===== src/rtl/prescaler0_sync.sv =====
// prescaler0_sync
//   Shared 10-bit prescaler for the synchronous timer/counters TC0, TC1, TC3
//   and TC4. It produces single-cycle clock-enable pulses every 8, 64, 256
//   and 1024 running cycles. It also owns the TSM and PSRSYNC bits of GTCCR,
//   which give a software prescaler reset and a hold mode for synchronised
//   timer starts.
//
// Ports
//   clk         io clock
//   rst         synchronous active-high reset
//   gtccr_we    GTCCR write strobe (one cycle)
//   gtccr_din   GTCCR write data
//   gtccr_dout  GTCCR read data (TSM, PSRSYNC, other bits 0)
//   clk8en      enable pulse, once per 8 running cycles
//   clk64en     enable pulse, once per 64 running cycles
//   clk256en    enable pulse, once per 256 running cycles
//   clk1024en   enable pulse, once per 1024 running cycles
//   presc_cnt   current prescaler count (debug)
//   sync_halt   high while the prescaler is held; the timers freeze
module prescaler0_sync #(
  parameter int P_TSM_BIT     = 7,
  parameter int P_PSRSYNC_BIT = 0
) (
  input  logic       clk,
  input  logic       rst,
  input  logic       gtccr_we,
  input  logic [7:0] gtccr_din,
  output logic [7:0] gtccr_dout,
  output logic       clk8en,
  output logic       clk64en,
  output logic       clk256en,
  output logic       clk1024en,
  output logic [9:0] presc_cnt,
  output logic       sync_halt
);

  // The PSRSYNC bit is the FSM state: RUN (PSRSYNC=0) or HOLD (PSRSYNC=1).
  typedef enum logic {
    ST_RUN  = 1'b0,
    ST_HOLD = 1'b1
  } state_t;

  state_t     r_state;
  state_t     w_state_next;
  logic       r_tsm;
  logic [9:0] r_cnt;

  logic       w_wr_tsm;
  logic       w_wr_psr;
  logic       w_tsm_next;
  logic       w_clear;
  logic       w_held;
  logic       w_unused_din;

  assign w_wr_tsm   = gtccr_din[P_TSM_BIT];
  assign w_wr_psr   = gtccr_din[P_PSRSYNC_BIT];
  assign w_tsm_next = gtccr_we ? w_wr_tsm : r_tsm;
  assign w_clear    = gtccr_we & w_wr_psr;
  assign w_held     = (r_state == ST_HOLD);

  // Only the TSM and PSRSYNC bits of the write data are architected.
  assign w_unused_din = ^gtccr_din;

  // HOLD is left as soon as TSM is 0 after the edge, which clears PSRSYNC
  // in hardware; a PSRSYNC write without TSM never enters HOLD.
  always_comb begin
    w_state_next = r_state;
    case (r_state)
      ST_RUN:  if (w_clear && w_wr_tsm) w_state_next = ST_HOLD;
      ST_HOLD: if (!w_tsm_next)         w_state_next = ST_RUN;
      default: w_state_next = ST_RUN;
    endcase
  end

  // The count is forced to 0 during the whole hold (including the release
  // edge) and on any PSRSYNC write; the clear takes priority over the wrap
  // increment.
  always_ff @(posedge clk) begin
    if (rst) begin
      r_state <= ST_RUN;
      r_tsm   <= 1'b0;
      r_cnt   <= 10'd0;
    end else begin
      r_state <= w_state_next;
      r_tsm   <= w_tsm_next;
      if (w_held || w_clear) begin
        r_cnt <= 10'd0;
      end else begin
        r_cnt <= r_cnt + 10'd1;
      end
    end
  end

  // Enables decode the registered count, so a clear at edge E suppresses
  // whatever pulse the next count value would have produced.
  assign clk8en    = ~w_held & (&r_cnt[2:0]);
  assign clk64en   = ~w_held & (&r_cnt[5:0]);
  assign clk256en  = ~w_held & (&r_cnt[7:0]);
  assign clk1024en = ~w_held & (&r_cnt);

  always_comb begin
    gtccr_dout                = 8'h00;
    gtccr_dout[P_TSM_BIT]     = r_tsm;
    gtccr_dout[P_PSRSYNC_BIT] = w_held;
  end

  assign presc_cnt = r_cnt;
  assign sync_halt = w_held;

endmodule


===== config.mk =====
export PLATFORM = sky130hd
export DESIGN_NAME = prescaler0_sync
export DESIGN_NICKNAME = d
export VERILOG_FILES = /design/src/rtl/prescaler0_sync.sv
export SDC_FILE = /design/constraint.sdc
export NUM_CORES = 1
export LEC_CHECK = 0
export ABC_AREA = 1
export CORE_UTILIZATION = 33
export CTS_CLUSTER_DIAMETER = 30
export DETAILED_ROUTE_END_ITERATION = 6
export GPL_TIMING_DRIVEN = 0
export PLACE_DENSITY = 0.74
export REMOVE_ABC_BUFFERS = 1
export SLEW_MARGIN = 0
export SYNTH_ARGS = -nofsm -noshare
export SYNTH_HDL_FRONTEND = slang
export SYNTH_SLANG_ARGS = --single-unit

===== constraint.sdc =====
create_clock -name clk -period 1.2 [get_ports clk]
set_clock_uncertainty 0.2 [all_clocks]
set_input_delay 0.12 -clock clk [delete_from_list [all_inputs] [get_ports clk]]
set_output_delay 0.12 -clock clk [all_outputs]
set_load 0.01 [all_outputs]

==> results of run 1 <==
==> timing repair <==
action                     4_1_cts  5_1_grt
pin swaps                       10        6
hold buffers                     0        0
setup buffers                    9        8
gates resized for setup         95       21
setup endpoints to repair       24       23
==> worst paths after layout <==
kind / start / end
hold / removal: rst / r_tsm
setup reg to reg: presc_cnt[0] / presc_cnt[4]
hold reg to reg: presc_cnt[9] / presc_cnt[9]
setup / recovery: presc_cnt[0] / clk256en
==> metal layers <==
| metal | vias up | GRT usage (%) | wire length, µm |
|---|---|---|---|
| met5 | - | 0 | 0 |
| met2 | 23 | 28.2 | 853 |
| met1 | 292 | 19.5 | 596 |
| met4 | 0 | 10.9 | 23 |
| met3 | 4 | 3.20 | 92 |
| li1 | 317 | - | - |
==> sequential cells by signal, indices dropped and copies added, names as in the netlist <==
signal     cells
r_tsm          1
presc_cnt     10
sync_halt      1
==> layout by cell type (no fill, tap or decap), drive strengths merged <==
cell type / count
ha: 2
clkbuf: 5
xor2: 1
nand2: 16
clkdlybuf4s15: 1
nand3: 7
nor4: 1
or2: 1
nor3: 1
clkdlybuf4s50: 4
a21oi: 5
buf: 28
dfxtp: 12
nor3b: 1
conb: 6
nor2: 18
inv: 9
==> power by group <==
group          internal [µW]  switching (µW)  leakage, µW
logic                   50.1            53.6     0.000344
clock network            117             138    0.0000138
registers                393            8.07     0.000105
==> layout make-up <==
class                           instances  area, µm²
Timing Repair Buffer                   35        293
Sequential cell                        12        272
Fill cell                             157        696
Clock buffer                            3       22.5
Multi-Input combinational cell         59        379
Tap cell                               25       31.3
Inverter                                9       33.8
==> kinds of logic (layout without fill, tap and decap cells) <==
logic type | count (synthesis) | count (layout)
AO/OA/AOI/OAI | 5 | 5
XOR/XNOR | 1 | 1
AND/OR/NAND/NOR | 45 | 45
adder cells (fa/ha/maj) | 2 | 2
buffers and inverters | 17 | 47
flip-flops | 12 | 12
other | 1 | 6
==> per-stage QoR <==
step	power (µW)	setup slack, ns	setup TNS (ns)
after floorplan	463	-0.229	-0.909
after global placement	502	-0.702	-3.90
after detailed placement	503	-0.723	-4.05
after CTS	769	-0.434	-1.98
after global routing	799	-0.498	-3.06
final	759	-0.438	-2.29
==> flow_summary.yaml, run 1 <==
synthesis:
  netlist_top_cells_area: "dfxtp_1 (40%), buf_4 (10%), nor2_1 (10%), nand2_1 (9.4%), inv_1 (5.6%)"
  synth_top_family_by_area: "simple AND/OR/NAND/NOR gates"
  ys_types: 17
  syn_inst: 83
  syn_avg_cell_area_um2: 7.25
  synth_top_cell_area_share_pct: 39.9
  synth-seq-cells: 12
  syn_area_um2: 602
  synth_edf_count: 0
  synth-compound-area-share_pct: 4.16
  yosysTopAreaCell: "dfxtp_1"
  yosysSeqAreaShare_pct: 39.9
  muxShareOfSynthArea_pct: 0
  yosys_warnings: 0
  synthSimpleGateAreaFrac_pct: 34.1
  synth_commonest_cells: "nor2_1 (16), nand2_1 (15), dfxtp_1 (12)"
  synth_xor_xnor_area_share_pct: 1.46
  async_flop_share_pct: 0
  synth.most_common_cell: "nor2_1"
  synthAdderAreaFrac_pct: 4.16
  ys.flop_type: "dfxtp_1"
global_route:
  grt_usage_pct: 16.8
  grt_pass1_vias: 560
  grt_max_degree: 7
  grt_pass1_wl_mm: 2.35
  antenna_found_initial: 0
  gr-total-overflow: 0
critical_path:
  crit_buf_inv: 1
  worstPathArrival_ns: 1.32
  crit_fanout: 4
  crit_required_ns: 0.88
  critPathLaunchType: "register"
  path_depth: 4
  path_class: "register to primary output"
  critPathTopFamily: "flip-flops"
  crit_chain: "ha_4 > nand3_4 > nor4_2 > buf_2"
  max_stage_delay_ns: 0.36
  r2r_cells: 5
  slowest_stage: "dfxtp_2"
  cp-end-kind: "primary output"
  regToRegSetupSlack_ns: -0.14
clocking:
  cts_made_buffers: 3
  cts.sinks: 12
  htree_num_levels: 1
  clkSlewWorstSetupHoldPaths_ns: 0.07
  clock_latency_ns: 0.28
  clock-root-buffer: "clkbuf_4"
  cts_buffer_depth: 2
  cts_tree: "yes"
sta:
  fmax_mhz: 610
  period_share_pct: 137
  finalHoldViolCount: 0
  setup_slack_ns: -0.438
  fin_hold_ws_ns: 0.234
  setup_viol: 13
  min_period_ns: 1.64
  rsz0062_at_grt: "yes"
  slew_violations: 0
finish:
  nets: 133
  final_core_util_pct: 59.7
  syn_to_final_growth_pct: 71.3
  design_area_um2: 1030
  finalNonFillerCells: 143
  num_antenna_cells: 0
  drive_gt1_share_pct: 53.4
min_path:
  whs_path_depth: 2
  hp-class: "input port to register"
status:
  status: "complete, but fails checks"
  violations: "DRC, setup timing"
floorplanning:
  ios: 34
  die_w_um: 44.7
  core_um2: 1730
  dieArea_um2: 2000
  fp.dieH_um: 44.7
  placementRows: 15
  initial_core_util_pct: 34.9
routing:
  firstDrtPassIters: 7
  viasPerCell: 4.45
  drt_iter0_drc: 7
  wl_mm: 1.57
  drtAntennaViolNets: 0
  dr_total_vias: 636
  wl_per_cell_um: 10.9
  drc: 3
placement:
  place_congestion: 0.733
  hpwl_um: 892
  port_buffers: 21
  place_inst: 126
  dpl_cell_area_um2: 802
power:
  peakVddDrop_v: 0.000459
  power_density_nw_per_um2: 736
  power_leakage_uw: 0.000462
run:
  drv_cap: 0
Power figures use the tool's default switching activity.
==> inputs of run 2 (changes only) <==
==> constraint.sdc (replaced) <==
create_clock -name clk -period 1.2 [get_ports clk]
set_clock_uncertainty 0.2 [all_clocks]
set_input_delay 0.12 -clock clk [delete_from_list [all_inputs] [get_ports clk]]
set_output_delay 0.12 -clock clk [all_outputs]
set_load 0.05 [all_outputs]
==> flow_summary.yaml, run 2 (synthesis gave the netlist of run 1 again) <==
critical_path:
  crit_fanout: 5
  critPathLaunchType: "register"
  crit_required_ns: 0.88
  max_stage_delay_ns: 0.36
  slowest_stage: "dfxtp_2"
  path_class: "register to primary output"
  cp-end-kind: "primary output"
  r2r_cells: 8
  worstPathArrival_ns: 1.33
  crit_chain: "ha_4 > nand3_4 > nor2_4 > nand3_2 > nor2_2 > buf_6"
clocking:
  cts_tree: "yes"
  cts_buffer_depth: 2
  clock_latency_ns: 0.27
  clkSlewWorstSetupHoldPaths_ns: 0.07
  cts.sinks: 12
  ctsHoldBuffers: 0
  cts_made_buffers: 3
  clock-root-buffer: "clkbuf_4"
  htree_num_levels: 1
routing:
  drt_iter0_drc: 11
  wl_per_cell_um: 9.91
  drc: 2
  drtAntennaViolNets: 0
  wl_mm: 1.33
  viasPerCell: 4.39
  firstDrtPassIters: 7
  dr_total_vias: 588
run:
  drv_cap: 0
sta:
  slew_violations: 0
  min_period_ns: 1.65
  period_share_pct: 138
  rsz0062_at_grt: "yes"
  fmax_mhz: 604
  finalHoldViolCount: 0
  setup_viol: 12
  setup_slack_ns: -0.454
global_route:
  grt_max_degree: 7
  grt_usage_pct: 14.1
  antenna_found_initial: 0
  grt_pass1_vias: 506
  grt_pass1_wl_mm: 2.01
  gr-total-overflow: 0
status:
  violations: "DRC, setup timing"
  status: "complete, but fails checks"
floorplanning:
  core_um2: 1730
  dieArea_um2: 2000
  ios: 34
  fp.dieH_um: 44.7
  die_w_um: 44.7
  placementRows: 15
  initial_core_util_pct: 34.9
power:
  power_leakage_uw: 0.000407
  peakVddDrop_v: 0.000458
  comb_power_share_pct: 19.7
  p_seq_share_pct: 50.5
  p_int_uw: 576
  power_density_nw_per_um2: 873
  p_sw_uw: 246
  switching_share_pct: 30.0
  clockPowerShare_pct: 29.8
finish:
  ff_latch_area_um2: 256
  drive_gt1_share_pct: 42.2
  syn_to_final_growth_pct: 56.5
  multi_input_area_um2: 333
  largest_reg_flops: 10
  final_common_cell: "nand2_1"
  num_antenna_cells: 0
  nets: 124
  final_cell_mix: "nand2_1 (15), nor2_1 (14), buf_6 (12), dfxtp_2 (10), inv_1 (9)"
  finalNonFillerCells: 134
  design_area_um2: 942
  fillers: 166
placement:
  port_buffers: 21
  hpwl_um: 892
  dpl_cell_area_um2: 802
  place_inst: 126
  place_congestion: 0.733
min_path:
  hp-class: "input port to register"
  whs_path_depth: 2
-- run 2: power by group through the flow --
stage / clock network [µW] / logic [µW] / registers [µW]
floorplan: 0 / 68.4 / 456
global placement: 0 / 139 / 423
detailed placement: 0 / 140 / 423
CTS: 263 / 147 / 417
global route: 278 / 174 / 416
finish: 245 / 162 / 415
-- run 2: path summary, 6_finish.rpt --
kind                              startpoint      endpoint  slack, ns
worst min register to register  presc_cnt[4]  presc_cnt[4]       0.31
worst max register to register  presc_cnt[0]  presc_cnt[8]      -0.30
worst min-delay path                     rst         r_tsm       0.24
worst max-delay path            presc_cnt[0]     clk1024en      -0.45
-- run 2: stage by stage --
stage                     setup slack, ns  power, µW  hold slack, ns  utilization, %  TNS [ns]
final                              -0.454        822           0.239            54.6     -2.51
after global routing               -0.522        868           0.250            54.6     -3.36
after CTS                          -0.505        827           0.238            51.3     -2.97
after detailed placement           -0.990        564           0.251            46.4     -8.55
after global placement             -0.970        562           0.240            46.4     -8.38
after floorplan                     -1.63        524        -0.00762               -    -11.14
-- run 2: layout make-up --
cell class | count | share of cell area, %
sequential | 12 | 27.2
multi-input combinational | 59 | 35.3
tap | 25 | 3.32
inverter | 9 | 3.59
clock buffer | 3 | 2.39
timing repair buffer | 26 | 28.2
-- run 2: what timing repair did --
| item | 4_1_cts | 5_1_grt |
|---|---|---|
| endpoints found under the hold margin | 0 | 0 |
| gates resized for setup | 117 | 25 |
| pin swaps | 3 | 5 |
| buffers inserted | 3 | 2 |
| setup endpoints to repair | 24 | 22 |
-- run 2: routing by layer --
metal	wire (µm)	part of all wire, %	global-route usage, %
met5	0	0	0
met4	12	0.90	10.9
met3	84	6.3	3.20
met2	669	50	21.8
met1	561	42	16.9
-- run 2: critical path: cells and delay by family (launching register included) --
kind | cells | cell delay [ns]
and+or+nand+nor | 4 | 0.39
DFF | 1 | 0.36
buffers and inverters | 1 | 0.16
adders and majority gates | 1 | 0.15
==> inputs of run 3 (changes only) <==
--- a/config.mk
+++ b/config.mk
@@ -7,6 +7,7 @@
 export LEC_CHECK = 0
 export ABC_AREA = 1
 export CORE_UTILIZATION = 33
+export CTS_BUF_LIST = sky130_fd_sc_hd__clkbuf_4 sky130_fd_sc_hd__clkbuf_8 sky130_fd_sc_hd__clkbuf_16
 export CTS_CLUSTER_DIAMETER = 30
 export DETAILED_ROUTE_END_ITERATION = 6
 export GPL_TIMING_DRIVEN = 0
==> results of run 3 <==
Final layout, timing and power as in run 2 (identical DEF).
